**src/rtl/dpram_arb_pkg.sv**
```systemverilog
// Shared types and constants for the dual-port RAM port-A arbiter.
package dpram_arb_pkg;

  // Requester identifier: 0 or 1.
  typedef logic req_id_t;

  localparam req_id_t REQ0 = 1'b0;
  localparam req_id_t REQ1 = 1'b1;

  // Tag riding alongside an in-flight RAM read.
  typedef struct packed {
    logic    vld;
    req_id_t id;
  } rd_tag_t;

  // Deepest RAM read latency the tag pipe supports.
  localparam int unsigned RD_LATENCY_MAX = 8;

  // The requester that is not `id`.
  function automatic req_id_t other_id(input req_id_t id);
    return req_id_t'(~id);
  endfunction

endpackage

```
**src/rtl/dpram_rd_tag_pipe.sv**
```systemverilog
// Shift register of read tags; its depth equals the RAM read latency so the
// tag leaving the pipe lines up with the RAM read data it describes.
module dpram_rd_tag_pipe
  import dpram_arb_pkg::*;
#(
  parameter int unsigned DEPTH = 1
) (
  input  logic    clk,
  input  logic    rst,
  input  rd_tag_t tag_in,
  output rd_tag_t tag_out
);

  rd_tag_t [DEPTH-1:0] stage_q;

  if (DEPTH == 1) begin : g_one
    // Single-stage pipe: one register, cleared on reset.
    always_ff @(posedge clk) begin
      if (rst) begin
        stage_q <= '0;
      end else begin
        stage_q[0] <= tag_in;
      end
    end
  end else begin : g_many
    // Multi-stage pipe: shift toward the top index, cleared on reset.
    always_ff @(posedge clk) begin
      if (rst) begin
        stage_q <= '0;
      end else begin
        stage_q <= {stage_q[DEPTH-2:0], tag_in};
      end
    end
  end

  assign tag_out = stage_q[DEPTH-1];

endmodule

```
**src/rtl/dpram_porta_arbiter.sv**
```systemverilog
// Round-robin arbiter sharing one RAM port between two requesters: grant
// logic with a priority pointer, a registered command stage driving the RAM,
// a read-tag pipe matched to the RAM latency and a registered response demux.
module dpram_porta_arbiter
  import dpram_arb_pkg::*;
#(
  parameter int unsigned DATA_WIDTH = 8,
  parameter int unsigned MEM_DEPTH  = 16,
  parameter int unsigned ADDR_WIDTH = $clog2(MEM_DEPTH),
  parameter int unsigned RD_LATENCY = 1
) (
  input  logic                  clk,
  input  logic                  rst,
  // requester 0
  input  logic                  i_req0,
  input  logic                  i_we0,
  input  logic [ADDR_WIDTH-1:0] i_addr0,
  input  logic [DATA_WIDTH-1:0] i_din0,
  output logic                  o_gnt0,
  output logic                  o_rvalid0,
  output logic [DATA_WIDTH-1:0] o_rdata0,
  // requester 1
  input  logic                  i_req1,
  input  logic                  i_we1,
  input  logic [ADDR_WIDTH-1:0] i_addr1,
  input  logic [DATA_WIDTH-1:0] i_din1,
  output logic                  o_gnt1,
  output logic                  o_rvalid1,
  output logic [DATA_WIDTH-1:0] o_rdata1,
  // RAM port
  output logic                  o_ram_en,
  output logic                  o_ram_we,
  output logic [ADDR_WIDTH-1:0] o_ram_addr,
  output logic [DATA_WIDTH-1:0] o_ram_din,
  input  logic [DATA_WIDTH-1:0] i_ram_dout
);

  // Out-of-range latencies are clamped into the supported 1..RD_LATENCY_MAX.
  localparam int unsigned PIPE_DEPTH =
    (RD_LATENCY < 1)              ? 1 :
    (RD_LATENCY > RD_LATENCY_MAX) ? RD_LATENCY_MAX : RD_LATENCY;

  req_id_t               prio_q;     // requester that wins when both request
  req_id_t               cmd_id_q;   // owner of the command in the RAM register
  logic                  gnt_any;
  req_id_t               win_id;
  logic                  win_we;
  logic [ADDR_WIDTH-1:0] win_addr;
  logic [DATA_WIDTH-1:0] win_din;
  rd_tag_t               tag_in;
  rd_tag_t               tag_out;

  // Grant: lone requester wins; on contention the pointer decides; none in reset.
  always_comb begin
    o_gnt0 = 1'b0;
    o_gnt1 = 1'b0;
    if (!rst) begin
      if (i_req0 && i_req1) begin
        o_gnt0 = (prio_q == REQ0);
        o_gnt1 = (prio_q == REQ1);
      end else begin
        o_gnt0 = i_req0;
        o_gnt1 = i_req1;
      end
    end
  end

  // Winner mux feeding the command register.
  always_comb begin
    gnt_any  = o_gnt0 | o_gnt1;
    win_id   = o_gnt1 ? REQ1 : REQ0;
    win_we   = o_gnt1 ? i_we1   : i_we0;
    win_addr = o_gnt1 ? i_addr1 : i_addr0;
    win_din  = o_gnt1 ? i_din1  : i_din0;
  end

  // Priority pointer: after a grant the other requester gets precedence.
  always_ff @(posedge clk) begin
    if (rst) begin
      prio_q <= REQ0;
    end else if (gnt_any) begin
      prio_q <= other_id(win_id);
    end
  end

  // Command register: enable/write strobe every cycle, address/data only on a grant.
  always_ff @(posedge clk) begin
    if (rst) begin
      o_ram_en   <= 1'b0;
      o_ram_we   <= 1'b0;
      o_ram_addr <= '0;
      o_ram_din  <= '0;
      cmd_id_q   <= REQ0;
    end else begin
      o_ram_en <= gnt_any;
      o_ram_we <= gnt_any & win_we;
      if (gnt_any) begin
        o_ram_addr <= win_addr;
        o_ram_din  <= win_din;
        cmd_id_q   <= win_id;
      end
    end
  end

  // Tag the command currently on the RAM port; only reads carry a valid tag.
  always_comb begin
    tag_in     = '0;
    tag_in.vld = o_ram_en & ~o_ram_we;
    tag_in.id  = cmd_id_q;
  end

  dpram_rd_tag_pipe #(
    .DEPTH (PIPE_DEPTH)
  ) u_tag_pipe (
    .clk     (clk),
    .rst     (rst),
    .tag_in  (tag_in),
    .tag_out (tag_out)
  );

  // Response demux: route RAM data to the requester named by the tag.
  always_ff @(posedge clk) begin
    if (rst) begin
      o_rvalid0 <= 1'b0;
      o_rvalid1 <= 1'b0;
      o_rdata0  <= '0;
      o_rdata1  <= '0;
    end else begin
      o_rvalid0 <= tag_out.vld && (tag_out.id == REQ0);
      o_rvalid1 <= tag_out.vld && (tag_out.id == REQ1);
      if (tag_out.vld && (tag_out.id == REQ0)) begin
        o_rdata0 <= i_ram_dout;
      end
      if (tag_out.vld && (tag_out.id == REQ1)) begin
        o_rdata1 <= i_ram_dout;
      end
    end
  end

endmodule

```
**config.mk**
```make
export PLATFORM = sky130hd
export DESIGN_NAME = dpram_porta_arbiter
export DESIGN_NICKNAME = d
export VERILOG_FILES = /design/src/rtl/dpram_arb_pkg.sv /design/src/rtl/dpram_rd_tag_pipe.sv /design/src/rtl/dpram_porta_arbiter.sv
export SDC_FILE = /design/constraint.sdc
export NUM_CORES = 1
export LEC_CHECK = 0
export ABC_AREA = 1
export BUFFER_PORTS_ARGS = -buffer_cell sky130_fd_sc_hd__buf_2
export CAP_MARGIN = 25
export CORE_AREA = 4 4 82 84
export DETAILED_ROUTE_END_ITERATION = 16
export DIE_AREA = 0 0 86 88
export SLEW_MARGIN = 20
export SYNTH_ARGS = -nofsm -noshare
export SYNTH_HDL_FRONTEND = slang
export SYNTH_SLANG_ARGS = --single-unit
```
**constraint.sdc**
```tcl
create_clock -name clk -period 1.27 [get_ports clk]
set_input_delay 0.127 -clock clk [delete_from_list [all_inputs] [get_ports clk]]
set_output_delay 0.127 -clock clk [all_outputs]
set_load 0.01 [all_outputs]
```
== Yosys cells after proc, flatten, opt, wreduce, memory -nomap -nowiden ==
Index checks and enable logic that the tools add are counted.
Operators by class
  muxes and demuxes: 8
  bitwise operators: 7
  reduce and logical (&&, ||, !) cells: 3
Operators by type and width (count)
  $mux 8: 1
  $mux 1: 6
  $mux 4: 1
  $not 1->1: 4
  $logic_and 1x1->1: 3
  $and 1x1->1: 2
  $or 1x1->1: 1
Word-level totals
  register bits after elaboration: 36
  word-level logic and storage cells: 30

== Longest topological paths before layout ==
Gate-level depths: netlist (run 1).
  word-level depth: 5
  mapped depth: 7

== Modules after synthesis ==
Synthesis (run 1) repeated with hierarchy kept, for this count alone.
Second synthesis, totals
  cell total of the unflattened synthesis: 207
  area, all modules: 1498.9 sq um
Modules (own cells, without submodules)
  dpram_porta_arbiter: instances 1, cells an instance 201, area an instance 1443.9 sq um, seq. area each 680.7 sq um
  dpram_rd_tag_pipe: instances 1, cells an instance 6, area an instance 55.1 sq um, seq. area each 40.0 sq um

== Worst setup path after synthesis (run 1) ==
Ideal clock, no wire load.
  path kind: register to register
  start point: register prio_q
  end point: register o_ram_din[4]
  setup time: 0.112 ns
  data arrival time: 0.856 ns
  data required time: 1.158 ns
  path slack: 0.302 ns
  cell stages (with the launch flop): 7
  buffers on the path: 1
  cell sequence: dfxtp_1 > inv_1 > nand2_1 > buf_2 > nand3_1 > nand3_2 > nand2_1
Between the ends
  cells in the longest elaborated chain, start to end: 4
  elaborated cells between the ends (all ways): 7
RTL lines
  from (decl): line dpram_porta_arbiter.sv:43  | req_id_t prio_q;
  from (signal assigned): line dpram_porta_arbiter.sv:82  | prio_q <= other_id(win_id);
  $not 1->1: line dpram_porta_arbiter.sv:59  | o_gnt0 = (prio_q == REQ0);
  $mux 1: line dpram_porta_arbiter.sv:58  | if (i_req0 && i_req1) begin
  $mux 1: line dpram_porta_arbiter.sv:57  | if (!rst) begin
  $or 1x1->1: line dpram_porta_arbiter.sv:70  | gnt_any = o_gnt0 | o_gnt1;
  to (signal assigned): line dpram_porta_arbiter.sv:99  | o_ram_din <= win_din;
  to (decl): line dpram_porta_arbiter.sv:34  | output logic [DATA_WIDTH-1:0] o_ram_din,
Several ways; a longest one is shown, not always the timed one.
A chain may end at the register's enable or synchronous reset.

== Worst setup path in the final report (run 1) ==
  start point: register prio_q
  end point: output port o_gnt0
Between the ends
  cells in the longest elaborated chain, start to end: 3
RTL lines
  $not 1->1: line dpram_porta_arbiter.sv:59
  $mux 1: line dpram_porta_arbiter.sv:58
  $mux 1: line dpram_porta_arbiter.sv:57
  to (decl): line dpram_porta_arbiter.sv:19  | output logic o_gnt0,
No other way between the ends.

==> reports/results.ini, run 1 <==
[run_status]
outcome=completed

[logic_synthesis]
top_area_cells_in_the_synthesized_netlist=sky130_fd_sc_hd__dfxtp_1 49%, sky130_fd_sc_hd__nor2_1 9.9%, sky130_fd_sc_hd__nand2_1 9.4%
synth_area_per_cell_um2=7.18
synthCells=205
synth.yosys.warnings=0
syn_nets=243
yosys_register_bits=36
synth_area_um2=1470
library_cell_occupying_the_most_area_in_the_post_synthesis_netlist=sky130_fd_sc_hd__dfxtp_1
post_synth_num_cell_types=18
yosysSeqAreaShare_pct=49.0
netlist.area_leader.share_pct=49.0

[die]
floorplan.initialDensity_pct=24.9
boundaryPins=72
chipHeight_um=88
dieWidth_um=86
die-area_um2=7570
floorplan.rows=28
fp.coreArea_um2=5920

[power]
pwr_density_cell_nw_per_um2=1280
total_power_mw=2.60
peakVddDrop_uv=421
switching_power_mw=0.674
pwr-share-clk_pct=39.0
power.share.sequential_pct=47.3
internal_power_mw=1.93
power.combinational.fraction_pct=13.7
static-leakage-power_nw=1.15
p_sw_share_pct=25.9

[timing]
finalCriticalPeriod_ns=1.15
maxSlewHeadroom_pct=81.4
clk_skew_ns=0.00166
timing_max_transition_violations_final=0
fin_crit_sh_pct=90.5
fmax_ghz=0.870
worst-slew-pin-transition_ns=0.279
hold_violations=0
hold-worst-slack_ns=0.0687
rsz_0062_raised_after_global_routing=no
setup_total_neg_slack_ns=0
setup_viol_count_final=0

[final_layout]
post_route_cells_drive_above_1_share_pct=32.9
finalNetCount=320
multi_input_area_um2=584
sequential_cell_area_um2=721
mostFrequentLayoutCell=sky130_fd_sc_hd__buf_2
diodes=0
final_core_util_pct=34.4
layout.cells.non_filler=358
area_added_between_synthesis_and_finish_pct=38.3
num-fill-cells=670
commonest_cells_after_routing_fill_and_taps_aside=71 x sky130_fd_sc_hd__buf_2, 39 x sky130_fd_sc_hd__nor2_1, 37 x sky130_fd_sc_hd__nand2_1

[placement]
dp_hpwl_mm=3.16
io_buffer_count=71
post-place-cells=349
place_congestion=0.753

[cts]
clock_sinks=36
cts_made_buffers=5
clock_tree.buffer_depth=2
cts_tree=built
clkSlewWorstSetupHoldPaths_ns=0.07
cts_htree_levels=2
cts.hold.buffers_added=0
clock_tree_root=sky130_fd_sc_hd__clkbuf_8
clk-insertion-delay-late_ns=0.29

[global_routing]
first_global_vias=1381
grt_util_all_layers_pct=11.0
gr-total-overflow=0
global_route_wire_length_before_repair_mm=6.43
antenna_found_initial=0
pin_count_of_the_biggest_net_entering_global_routing=21

[run]
max-cap-violations=0

[route]
final_antenna_net_count=0
drt_first_pass_iters=4
wl_per_cell_um=11.3
vias_per_std_cell=4.11
detail_route.iter0.violations=43
remaining_drc_errors=0
dr_total_vias=1473
wirelength_mm=4.05

[critical_path]
critPathLaunch=prio_q
r2r_end=o_rdata0[7]
startpoint_type=flip-flop
worst_r2r_startpoint=u_tag_pipe.tag_out[1]
timing.reg2reg.worst_path_depth=5
reg2reg_slack_ns=0.18
critical_path_required_ns=1.14
worstPathMaxFanout=3
timing.critical_path.to_type=output port
critical_path_arrival_ns=1.02
worst_setup_path_category=reg2out
critical_path.endpoint=o_gnt0

[hold_path]
timing.hold.worst.class=in2reg

-- routing by layer --
layer  wire length, um  track usage [%]
met4                57             3.45
met1              1820             14.2
met3               384             3.39
met5                 0                0
met2              1790             17.5
-- worst min path at each step --
stage | startpoint | to | slack [ns] | depth (start not counted)
4_1_cts | i_we0 | o_ram_we | 0.07 | 3
3_5_place_dp | i_ram_dout[5] | o_rdata0[5] | 0.38 | 3
6_report | i_we0 | o_ram_we | 0.07 | 3
5_1_grt | i_we0 | o_ram_we | 0.09 | 3
2_1_floorplan | rst | o_rvalid0 | 0.20 | 1
3_3_place_gp | i_ram_dout[4] | o_rdata0[4] | 0.38 | 3
-- logic make-up (layout without fill, tap and decap cells) --
logic type | count (synthesis) | after routing | synth area share, %
DFF | 36 | 36 | 49.0
buffers and inverters | 40 | 118 | 11.6
AOI/OAI and AO/OA | 19 | 19 | 6.46
and+or+nand+nor | 110 | 110 | 32.9
-- layout make-up --
class	count	area share (%)
clock inverter	3	2.09
clock buffer	5	3.38
multi-input combinational	129	28.7
sequential	36	35.4
inverter	34	6.46
timing repair buffer	76	19.3
tap	75	4.61
-- power by group through the flow --
stage | sequential [mW] | combinational (mW) | clock [mW]
final | 1.23 | 0.356 | 1.02
after global routing | 1.24 | 0.406 | 1.08
after CTS | 1.23 | 0.361 | 1.04
after detailed placement | 1.26 | 0.356 | 0
after global placement | 1.25 | 0.354 | 0
after floorplan | 1.28 | 0.164 | 0
-- flip-flops by register name, indices dropped and copies added, names as in the netlist --
| signal | cells |
|---|---|
| u_tag_pipe.tag_out | 2 |
| o_rvalid1 | 1 |
| o_rdata1 | 8 |
| cmd_id_q | 1 |
| o_ram_we | 1 |
| o_ram_din | 8 |
| prio_q | 1 |
| o_ram_addr | 4 |
| o_rdata0 | 8 |
| o_rvalid0 | 1 |
| o_ram_en | 1 |
-- synthesized netlist by cell type (all sizes together) --
master  count
o21ai      18
a21oi       1
clkbuf      1
nand3      28
clkinv      1
buf         5
nand3b      1
dfxtp      36
nand2      40
inv        33
nor2       41
-- per-stage QoR --
step                      worst slack [ns]  instance area [um2]
after floorplan                      0.302                 1470
after global placement               0.166                 1910
after detailed placement             0.146                 1910
after CTS                           0.0575                 2030
after global routing                0.0507                 2030
final                                0.120                 2030
-- critical path, stage by stage (launching register included) --
cell and delay (ns):
sky130_fd_sc_hd__dfxtp_1 0.32, sky130_fd_sc_hd__inv_1 0.06, sky130_fd_sc_hd__o21ai_1 0.16, sky130_fd_sc_hd__nor2_1 0.06
sky130_fd_sc_hd__buf_2 0.13
-- repair_timing --
item / CTS / global route
endpoints found under the setup margin: 1 / 2
setup buffers: 1 / 0
pin swaps: 1 / 0
resized for setup: 1 / 2
No activity file was read; power rests on OpenSTA's default activity.
==> run 2, diff against run 1 <==
Settings changed: CORE_AREA 4 4 82 84 to 2 2 61 63, DIE_AREA 0 0 86 88 to 0 0 63 65, PLACE_DENSITY set to 0.76, REMOVE_ABC_BUFFERS set to 1.
==> run 2 against run 1 <==
Cell count fell by 7.5%; largest cell class unchanged; combinational power is 2% lower; global-route usage rose by 6.3 points; wire length decreased by 17%; fmax fell by 2.9%; critical path type unchanged; worst hold slack lost 0.031 ns.
==> reports/results.ini, run 2 (same netlist as run 1, synthesis figures left out) <==
[die]
die-area_um2=4100  ; -46%
boundaryPins=72  ; unchanged
floorplan.rows=22  ; -21%
chipHeight_um=65  ; -26%
floorplan.initialDensity_pct=42.1  ; +17 points
dieWidth_um=63  ; -27%
fp.coreArea_um2=3500  ; -41%

[final_layout]
mostFrequentLayoutCell=sky130_fd_sc_hd__buf_2
diodes=0  ; unchanged
area_added_between_synthesis_and_finish_pct=33.2
finalNetCount=321  ; +0.31%
final_cell_area_um2=1960  ; -3.6%
final_core_util_pct=56.1  ; +22 points
top_regs=o_ram_din (8), o_rdata0 (8), o_rdata1 (8)
commonest_cells_after_routing_fill_and_taps_aside=71 x sky130_fd_sc_hd__buf_2, 39 x sky130_fd_sc_hd__nor2_1, 36 x sky130_fd_sc_hd__nand2_1, 36 x sky130_fd_sc_hd__dfxtp_1, 31 x sky130_fd_sc_hd__inv_1
post_route_cells_drive_above_1_share_pct=32.9  ; unchanged

[timing]
rsz_0062_raised_after_global_routing=no
timing_max_transition_violations_final=0  ; unchanged
fmax_ghz=0.845  ; -2.9%
fin_crit_sh_pct=93.2  ; +2.7 points
finalCriticalPeriod_ns=1.18  ; +0.0342 ns
hold_violations=0  ; unchanged
worst-slew-pin-transition_ns=0.288  ; +0.00958 ns
clk_skew_ns=0.00152  ; -0.000140 ns
setup_viol_count_final=0  ; unchanged
setup_total_neg_slack_ns=0  ; unchanged
maxSlewHeadroom_pct=80.7  ; -0.66 points

[global_routing]
global_route_wire_length_before_repair_mm=5.54  ; -14%
pin_count_of_the_biggest_net_entering_global_routing=18  ; -14%
antenna_found_initial=0  ; unchanged
gr-total-overflow=0  ; unchanged
first_global_vias=1284  ; -7.0%
grt_util_all_layers_pct=17.3  ; +6.3 points

[placement]
place_congestion=0.695  ; -7.7%
io_buffer_count=71  ; unchanged
dp_hpwl_mm=2.54  ; -20%
placement.cell_area_um2=1880  ; -1.4%

[critical_path]
cp_num_buf_inv=2  ; unchanged
crit_slowest_cell=sky130_fd_sc_hd__dfxtp_1
critical_path_arrival_ns=1.06  ; +0.04 ns
timing.reg2reg.worst_path_depth=4  ; -1
worstPathMaxFanout=3  ; unchanged
startpoint_type=flip-flop
reg2reg_slack_ns=0.18  ; about the same
worst_r2r_startpoint=u_tag_pipe.tag_out[0]
crit_path_max_incr_delay_ns=0.32  ; about the same
crit_chain=inv_1, o21ai_1, nor2_1, buf_2
cp_top_family=flip-flops
worst_setup_path_category=reg2out
worst-path-stages=4  ; unchanged
critPathLaunch=prio_q
timing.critical_path.to_type=output port
critical_path_required_ns=1.14  ; about the same

[power]
peakVddDrop_uv=451  ; +7.1%
static-leakage-power_nw=1.14  ; -0.94%
pwr_density_cell_nw_per_um2=1140  ; -11%

[cts]
clock_sinks=36  ; unchanged
cts_made_buffers=5  ; unchanged
cts.hold.buffers_added=0  ; unchanged
clock_tree.buffer_depth=2  ; unchanged
cts_htree_levels=2  ; unchanged
clk-insertion-delay-late_ns=0.32  ; +0.03 ns
clkSlewWorstSetupHoldPaths_ns=0.10  ; +0.03 ns
clock_tree_root=sky130_fd_sc_hd__clkbuf_4
cts_tree=built

[route]
dr_total_vias=1481  ; +0.54%
drt_first_pass_iters=4  ; unchanged
vias_per_std_cell=4.47  ; +8.7%
final_antenna_net_count=0  ; unchanged
wl_per_cell_um=10.1  ; -10%
remaining_drc_errors=0  ; unchanged
wirelength_mm=3.36  ; -17%
detail_route.iter0.violations=76  ; +77%

[hold_path]
timing.hold.worst.class=in2reg
depth_of_the_worst_hold_timing_path=3  ; unchanged
hold_start=i_ram_dout[7]

[run]
max-cap-violations=0  ; unchanged

[run_status]
outcome=completed

run 2: power by group:
| group | switching [mW] | leakage [nW] | internal, mW |
|---|---|---|---|
| combinational | 0.199 | 0.810 | 0.151 |
| sequential | 0.0306 | 0.296 | 1.20 |
| clock | 0.349 | 0.0374 | 0.314 |
| total | 0.578 | 1.14 | 1.66 |
run 2: through the flow:
step	hold slack, ns	total power, mW	setup slack (ns)	instances
5_1_grt	0.0376	2.36	0.00660	331
3_5_place_dp	0.371	1.60	0.162	323
6_report	0.0380	2.24	0.0859	331
2_1_floorplan	0.199	1.43	0.112	199
3_3_place_gp	0.367	1.59	0.190	323
4_1_cts	0.0253	2.26	0.0163	331
run 2: timing repair:
item	in CTS	in global routing
gates resized for setup	1	2
endpoints found under the setup margin	1	2
buffers inserted	1	0
pin swaps	1	0
run 2: worst reg2reg max path, delay by kind of cell (launching register included):
kind | cells | cell delay (ns)
flops | 1 | 0.39
buf+inv | 1 | 0.27
simple gates | 3 | 0.38
run 2: worst paths after layout:
| check | to |
|---|---|
| worst max-delay path | o_gnt0 |
| worst min register to register | u_tag_pipe.tag_out[1] |
| worst max register to register | o_rdata1[6] |
| worst min-delay path | o_rdata0[7] |
run 2: layout make-up:
| class | instances | area [um2] |
|---|---|---|
| multi-input combinational | 129 | 587 |
| fill | 386 | 1540 |
| sequential | 36 | 721 |
| timing repair buffer | 77 | 400 |
| clock buffer | 7 | 65.1 |
| inverter | 34 | 128 |
| tap | 48 | 60.1 |
run 2: per-layer routing:
| metal | wire length, um | track usage, % | up-vias | share of wire [%] |
|---|---|---|---|---|
| met5 | 0 | 0 | - | 0 |
| met4 | 37 | 6.67 | 0 | 1.1 |
| met1 | 1500 | 21.0 | 630 | 45 |
| li1 | - | - | 780 | - |
| met3 | 301 | 5.38 | 4 | 9.0 |
| met2 | 1520 | 28.7 | 67 | 45 |
